[src/rtl/dvp_rgb565_capture.sv]
// DVP camera capture: pairs sensor bytes into RGB565 words, gates output until the sensor settles, and measures line/frame geometry.
// Latency: two clocks from the low byte on cmos_data to data_en. No backpressure: the downstream FIFO must accept every data_en pulse.
module dvp_rgb565_capture #(
  parameter int SKIP_FRAMES = 10,
  parameter int H_ACTIVE    = 480,
  parameter int V_ACTIVE    = 272
) (
  input  logic        clk,
  input  logic        rst_n,
  input  logic        cmos_vsync,
  input  logic        cmos_href,
  input  logic [7:0]  cmos_data,
  output logic [15:0] data_out,
  output logic        data_en,
  output logic        frame_vs,
  output logic        frame_valid,
  output logic [11:0] line_pixels,
  output logic [11:0] frame_lines,
  output logic        size_err
);

  localparam int          FCW     = (SKIP_FRAMES < 1) ? 1 : $clog2(SKIP_FRAMES + 1);
  localparam logic [FCW-1:0] SKIP_L = FCW'(SKIP_FRAMES);
  localparam logic [11:0] H_L     = 12'(H_ACTIVE);
  localparam logic [11:0] V_L     = 12'(V_ACTIVE);
  localparam logic [11:0] CNT_MAX = 12'hFFF;

  logic           vs_q, href_q, vs_prev_q, href_prev_q, vs_dly_q;
  logic [7:0]     dat_q;
  logic           phase_q, phase_d;
  logic [7:0]     hi_q, hi_d;
  logic [15:0]    data_out_q, data_out_d;
  logic           data_en_q, data_en_d;
  logic [FCW-1:0] frame_cnt_q, frame_cnt_d;
  logic           frame_valid_q, frame_valid_d;
  logic [11:0]    pix_cnt_q, pix_cnt_d;
  logic [11:0]    line_cnt_q, line_cnt_d;
  logic           line_bad_q, line_bad_d;
  logic           abort_q, abort_d;
  logic [11:0]    line_pixels_q, line_pixels_d;
  logic [11:0]    frame_lines_q, frame_lines_d;
  logic           size_err_q, size_err_d;

  logic           vs_rise, href_fall, byte_vld, word_done;
  logic           line_close, line_abort;
  logic [11:0]    line_cnt_upd;
  logic           line_bad_upd;

  always_comb begin
    vs_rise    = vs_q & ~vs_prev_q;
    href_fall  = ~href_q & href_prev_q;
    byte_vld   = href_q & ~vs_q;
    word_done  = byte_vld & phase_q;
    line_abort = vs_rise & href_q;
    // An aborted line still ends with an href fall later; it must not be counted.
    line_close = href_fall & ~abort_q;

    phase_d    = byte_vld ? ~phase_q : 1'b0;
    hi_d       = (byte_vld & ~phase_q) ? dat_q : hi_q;
    data_en_d  = word_done & frame_valid_q;
    data_out_d = data_en_d ? {hi_q, dat_q} : data_out_q;

    frame_cnt_d = frame_cnt_q;
    if (vs_rise && (frame_cnt_q != SKIP_L)) begin
      frame_cnt_d = frame_cnt_q + FCW'(1);
    end
    frame_valid_d = (frame_cnt_d == SKIP_L);

    pix_cnt_d = pix_cnt_q;
    if (href_fall || line_abort) begin
      pix_cnt_d = '0;
    end else if (word_done && (pix_cnt_q != CNT_MAX)) begin
      pix_cnt_d = pix_cnt_q + 12'd1;
    end

    if (line_abort) begin
      abort_d = 1'b1;
    end else if (!href_q) begin
      abort_d = 1'b0;
    end else begin
      abort_d = abort_q;
    end

    line_pixels_d = line_close ? pix_cnt_q : line_pixels_q;
    line_cnt_upd  = line_cnt_q;
    if (line_close && (line_cnt_q != CNT_MAX)) begin
      line_cnt_upd = line_cnt_q + 12'd1;
    end
    line_bad_upd = line_bad_q | (line_close & (pix_cnt_q != H_L));

    // A line closing in the same cycle as vsync rises belongs to the frame being closed.
    frame_lines_d = frame_lines_q;
    size_err_d    = size_err_q;
    line_cnt_d    = line_cnt_upd;
    line_bad_d    = line_bad_upd;
    if (vs_rise) begin
      frame_lines_d = line_cnt_upd;
      size_err_d    = (line_cnt_upd != V_L) | line_bad_upd;
      line_cnt_d    = '0;
      line_bad_d    = 1'b0;
    end
  end

  always_ff @(posedge clk or negedge rst_n) begin
    if (!rst_n) begin
      vs_q          <= 1'b0;
      href_q        <= 1'b0;
      dat_q         <= '0;
      vs_prev_q     <= 1'b0;
      href_prev_q   <= 1'b0;
      vs_dly_q      <= 1'b0;
      phase_q       <= 1'b0;
      hi_q          <= '0;
      data_out_q    <= '0;
      data_en_q     <= 1'b0;
      frame_cnt_q   <= '0;
      frame_valid_q <= 1'b0;
      pix_cnt_q     <= '0;
      line_cnt_q    <= '0;
      line_bad_q    <= 1'b0;
      abort_q       <= 1'b0;
      line_pixels_q <= '0;
      frame_lines_q <= '0;
      size_err_q    <= 1'b0;
    end else begin
      vs_q          <= cmos_vsync;
      href_q        <= cmos_href;
      dat_q         <= cmos_data;
      vs_prev_q     <= vs_q;
      href_prev_q   <= href_q;
      vs_dly_q      <= vs_q;
      phase_q       <= phase_d;
      hi_q          <= hi_d;
      data_out_q    <= data_out_d;
      data_en_q     <= data_en_d;
      frame_cnt_q   <= frame_cnt_d;
      frame_valid_q <= frame_valid_d;
      pix_cnt_q     <= pix_cnt_d;
      line_cnt_q    <= line_cnt_d;
      line_bad_q    <= line_bad_d;
      abort_q       <= abort_d;
      line_pixels_q <= line_pixels_d;
      frame_lines_q <= frame_lines_d;
      size_err_q    <= size_err_d;
    end
  end

  assign data_out    = data_out_q;
  assign data_en     = data_en_q;
  assign frame_vs    = vs_dly_q;
  assign frame_valid = frame_valid_q;
  assign line_pixels = line_pixels_q;
  assign frame_lines = frame_lines_q;
  assign size_err    = size_err_q;

endmodule

[config.mk]
export PLATFORM = sky130hd
export DESIGN_NAME = dvp_rgb565_capture
export DESIGN_NICKNAME = d
export VERILOG_FILES = /design/src/rtl/dvp_rgb565_capture.sv
export SDC_FILE = /design/constraint.sdc
export NUM_CORES = 1
export LEC_CHECK = 0
export CAP_MARGIN = 20
export CORE_MARGIN = 2
export CORE_UTILIZATION = 55
export DETAILED_ROUTE_END_ITERATION = 16
export DONT_BUFFER_PORTS = 1
export HOLD_SLACK_MARGIN = 0.15
export PLACE_DENSITY = 0.73
export SLEW_MARGIN = 20
export SYNTH_ARGS = -nofsm -noshare
export SYNTH_HDL_FRONTEND = slang
export SYNTH_SLANG_ARGS = --single-unit
[constraint.sdc]
create_clock -name clk -period 2.45 [get_ports clk]
set_input_delay 0.6125 -clock clk [delete_from_list [all_inputs] [get_ports clk]]
set_output_delay 0.6125 -clock clk [all_outputs]
set_load 0.05 [all_outputs]
### Yosys cells after proc, flatten, opt, wreduce, memory -nomap -nowiden

Index checks and enable logic that the tools add are counted.

| word-level totals | value |
|---|---|
| output and inout bits | 44 |
| word-level logic and storage cells | 58 |
| register bits | 94 |

| operators by class | value |
|---|---|
| bitwise operators | 16 |
| muxes and demuxes | 9 |
| reduce and logical (&&, ||, !) cells | 5 |
| $add $sub $neg | 3 |
| eq/ne operators | 7 |

Operators with widths:

| operator | number |
|---|---|
| $mux 12 | 4 |
| $add 12x1->12 const B | 2 |
| $ne 12x12->1 const B | 2 |
| $ne 12x9->1 const B | 2 |
| $and 1x1->1 | 9 |
| $not 1->1 | 5 |
| $add 4x1->4 const B | 1 |
| $eq 4x4->1 const B | 1 |
| $mux 1 | 4 |
| $mux 4 | 1 |
| $ne 4x4->1 const B | 1 |
| $logic_and 1x1->1 | 3 |
| $ne 2x1->1 const B | 1 |
| $or 1x1->1 | 2 |
| $reduce_bool 2->1 | 1 |
| $logic_or 1x1->1 | 1 |

### Depth between registers and ports, before layout

| depth | value |
|---|---|
| depth in word-level cells | 7 |
| mapped depth | 7 |
| depth with buffers taken out | 7 |

### Least setup slack after synthesis

No wires, ideal clock.

| timing | value |
|---|---|
| kind | flip-flop to flip-flop |
| start point | reg pix_cnt_q[0] |
| end point | reg pix_cnt_q[5] |
| period minus slack after synthesis | 1824 ps |
| path buffers | 1 |
| arrival time | 1695 ps |
| path slack | 626 ps |
| stages on the path, launching flop included | 8 |
| cells stage by stage | dfrtp_1 > ha_1 > and4_1 > a41oi_1 > buf_2 > nand2_1 > o211ai_1 > o31ai_1 |

| between the ends | value |
|---|---|
| longest elaborated chain between the ends | 3 |

RTL lines:

| item | RTL line | RTL |
|---|---|---|
| start, declared | 36 | `logic [11:0] pix_cnt_q, pix_cnt_d;` |
| start signal, assigned | 138 | `pix_cnt_q <= pix_cnt_d;` |
| $add 12x1->12 / $ne 12x12->1 (equally long branches) | 73, 72 |  |
| $mux 12 / $logic_and 1x1->1 (equally long branches) | 72 | `end else if (word_done && (pix_cnt_q != CNT_MAX)) begin` |
| $mux 12 / $reduce_bool 2->1 (equally long branches) | - |  |

Several ways; a longest one is shown, not always the timed one. The select of a mux whose other input is x is not followed.
A chain may end at the register's enable or synchronous reset.

### Worst setup path in the final report

| timing | value |
|---|---|
| start point | reg pix_cnt_q[0] |
| end point | reg size_err_q (netlist: size_err) |

| between the ends | value |
|---|---|
| longest elaborated chain between the ends | 4 |

RTL lines:

| item | RTL line | RTL |
|---|---|---|
| $ne 12x9->1 | 89 | `line_bad_upd = line_bad_q \| (line_close & (pix_cnt_q != H_L));` |
| $and 1x1->1 | 89 |  |
| $or 1x1->1 | 89 |  |
| $or 1x1->1 | 98 | `size_err_d = (line_cnt_upd != V_L) \| line_bad_upd;` |
| end signal, assigned | 144 | `size_err_q <= size_err_d;` |
| end, declared | 42 | `logic size_err_q, size_err_d;` |

No other way between the ends.

==> flow_metrics.tcl <==
set metrics [dict create \
    status "finished with violations" \
    violations "hold timing" \
    grt_pass1_wl_um 12000 \
    fp.dieArea_sq_um 7970 \
    ys_seq_elements 94 \
    totalWireLength_um 7300 \
    gp_congestion 0.961 \
    hold_violations 94 \
    cts.path.max_buffers 2 \
    slew_headroom_pct 50.3 \
    synth.area.top_cells "dfrtp_1, nand2_1, mux2_2" \
    synthesis.area_sq_um 4000 \
    io_pins 56 \
    setup-tns-final_ns 0 \
    grt_max_degree 95 \
    synth_edf_count 0 \
    synth_top_area_cell "dfrtp_1" \
    grt_pass1_vias 2574 \
    initial_core_util_pct 56.0 \
    layout.cells.non_filler 467 \
    async_flop_share_pct 100 \
    drt_iter0_drc 174 \
    cts-resized-gates 0 \
    yosysSeqAreaShare_pct 58.8 \
    fin_crit_sh_pct 83.0 \
    track_usage_pct 20.0 \
    cts_buffers 9 \
    avgSynthCellArea_sq_um 11.0 \
    diodes 0 \
    ys_top_cells_by_count "dfrtp_1, nand2_1, mux2_2" \
    die_w_um 89.3 \
    postCtsSetupBuffers 0 \
    syn_nets 379 \
    power_density_nw_per_um2 761 \
    portBuffers 0 \
    rsz0062_at_grt "no" \
    worst_ep_required_time_ns 2.70 \
    placed_cells 451 \
    cts.clk_slew.worst_paths_ns 0.11 \
    fmaxAchievable_ghz 0.492 \
    dr.pass1.iters 4 \
    drive_gt1_share_pct 13.0 \
    avgRoutedWirePerCell_um 15.6 \
    cts_root_buffer "clkbuf_8" \
    hold_class "in -> async" \
    avgViaCountPerCell 5.64 \
    ant_nets 0 \
    place_ws_ns 0.438 \
    core_area_sq_um 7140 \
    drc 0 \
    fin_nets 380 \
    period_minus_slack_ns 2.03 \
    grt_antenna_before_repair 0 \
    drv_cap 0 \
    arrival_ns 2.28 \
    place_hpwl_um 4960 \
    yosysMostFrequentCell "dfrtp_1" \
    slew_violations 0 \
    utilization_pct 60.1 \
    netlist_instances 362 \
    r2r_slack_ns 0.42 \
    setup_viol 0 \
    skew_ns 0.0144 \
    tritoncts "yes" \
    clock_sinks 94 \
    ys_types 49 \
    synth_flop_cell "dfrtp_1" \
    critPathMaxFanout 6 \
    timing.final.ws_setup_ns 0.417 \
    p_leak_nw 2.01 \
    peakVddDrop_uv 513 \
    area_growth_pct 7.29 \
    h-tree-depth 3 \
    tightest_slew_ns 0.745 \
    critPathCaptureType "flip-flop" \
    vias 2634 \
    grt-ovfl-total 0 \
    insertion_delay_ns 0.37 \
    whs_ns -0.0750 \
    crit_path_start_kind "flip-flop" \
    critPathKind "reg -> reg" \
    synth.top_cell.area_share_pct 58.8 \
    ys_warn_count 0 \
    die_h_um 89.3 \
    rows 31 \
]
==> state kept, by name, indices dropped and copies added, names as in the netlist <==
signal       flops
abort_q          1
dat_q            8
data_en          1
data_out        16
frame_cnt_q      4
frame_lines     12
frame_valid      1
frame_vs         1
hi_q             8
href_prev_q      1
href_q           1
line_bad_q       1
line_cnt_q      12
line_pixels     12
phase_q          1
pix_cnt_q       12
size_err         1
vs_q             1
==> cell families after synthesis <==
family,Yosys count,share of synthesized area [%]
muxes,27,7.41
buffers and inverters,24,2.69
xor gates and xnor gates,13,2.85
and+or+nand+nor,154,19.4
adders and majority gates,5,1.56
AOI/OAI and AO/OA,45,7.26
DFF,94,58.8
==> final timing paths <==
path,from,end,cells after the start
worst max register to register,pix_cnt_q[0],size_err,7
max in group asynchronous,rst_n,frame_lines[1],0
worst max-delay path,pix_cnt_q[0],size_err,7
worst min register to register,dat_q[4],data_out[4],2
worst min-delay path,rst_n,line_cnt_q[9],0
min in group clk,cmos_data[6],dat_q[6],0
==> layout by cell type, fill, tap and decap left out, drive strengths merged, types with 5 or more instances in the layout <==
cell and instances:
o31ai 7, clkbuf 9, a21oi 6, o21ai 18
inv 11, and4 6, ha 5, dfrtp 94
nand2 77, nor2 20, mux2 21, mux2i 6
nand4 11, nand3 12, xor2 9, buf 7
==> routing by layer <==
layer	vias up	GRT usage [%]	part of all wire, %
li1	1259	-	-
met1	1298	25.7	44
met2	68	30.8	47
met3	9	7.02	7.0
met4	0	8.68	1.6
met5	-	0	0
==> layout make-up <==
| class | count | area [sq um] |
|---|---|---|
| Multi-Input combinational cell | 244 | 1540 |
| Clock inverter | 7 | 72.6 |
| Fill cell | 624 | 2850 |
| Timing Repair Buffer | 7 | 52.6 |
| Clock buffer | 9 | 124 |
| Tap cell | 99 | 124 |
| Sequential cell | 94 | 2350 |
| Inverter | 7 | 26.3 |
==> through the flow <==
step	power, mW	area [sq um]
final	3.26	4290
after CTS	3.29	4290
after detailed placement	2.28	4100
after floorplan	2.19	4000
after global routing	3.42	4290
after global placement	2.25	4100
==> where the power goes <==
| group | switching, mW | leakage, nW | internal, mW |
|---|---|---|---|
| registers | 0.296 | 1.25 | 1.68 |
| clock network | 0.614 | 0.0992 | 0.406 |
| logic | 0.143 | 0.666 | 0.124 |
==> critical path: stages (launching register included) <==
cell,delay [ns]
dfrtp_1,0.45
inv_1,0.10
ha_1,0.15
or4b_1,0.44
o32ai_1,0.38
nand3_1,0.13
a21oi_1,0.15
a31oi_1,0.10
(Power assumes the default switching activity.)
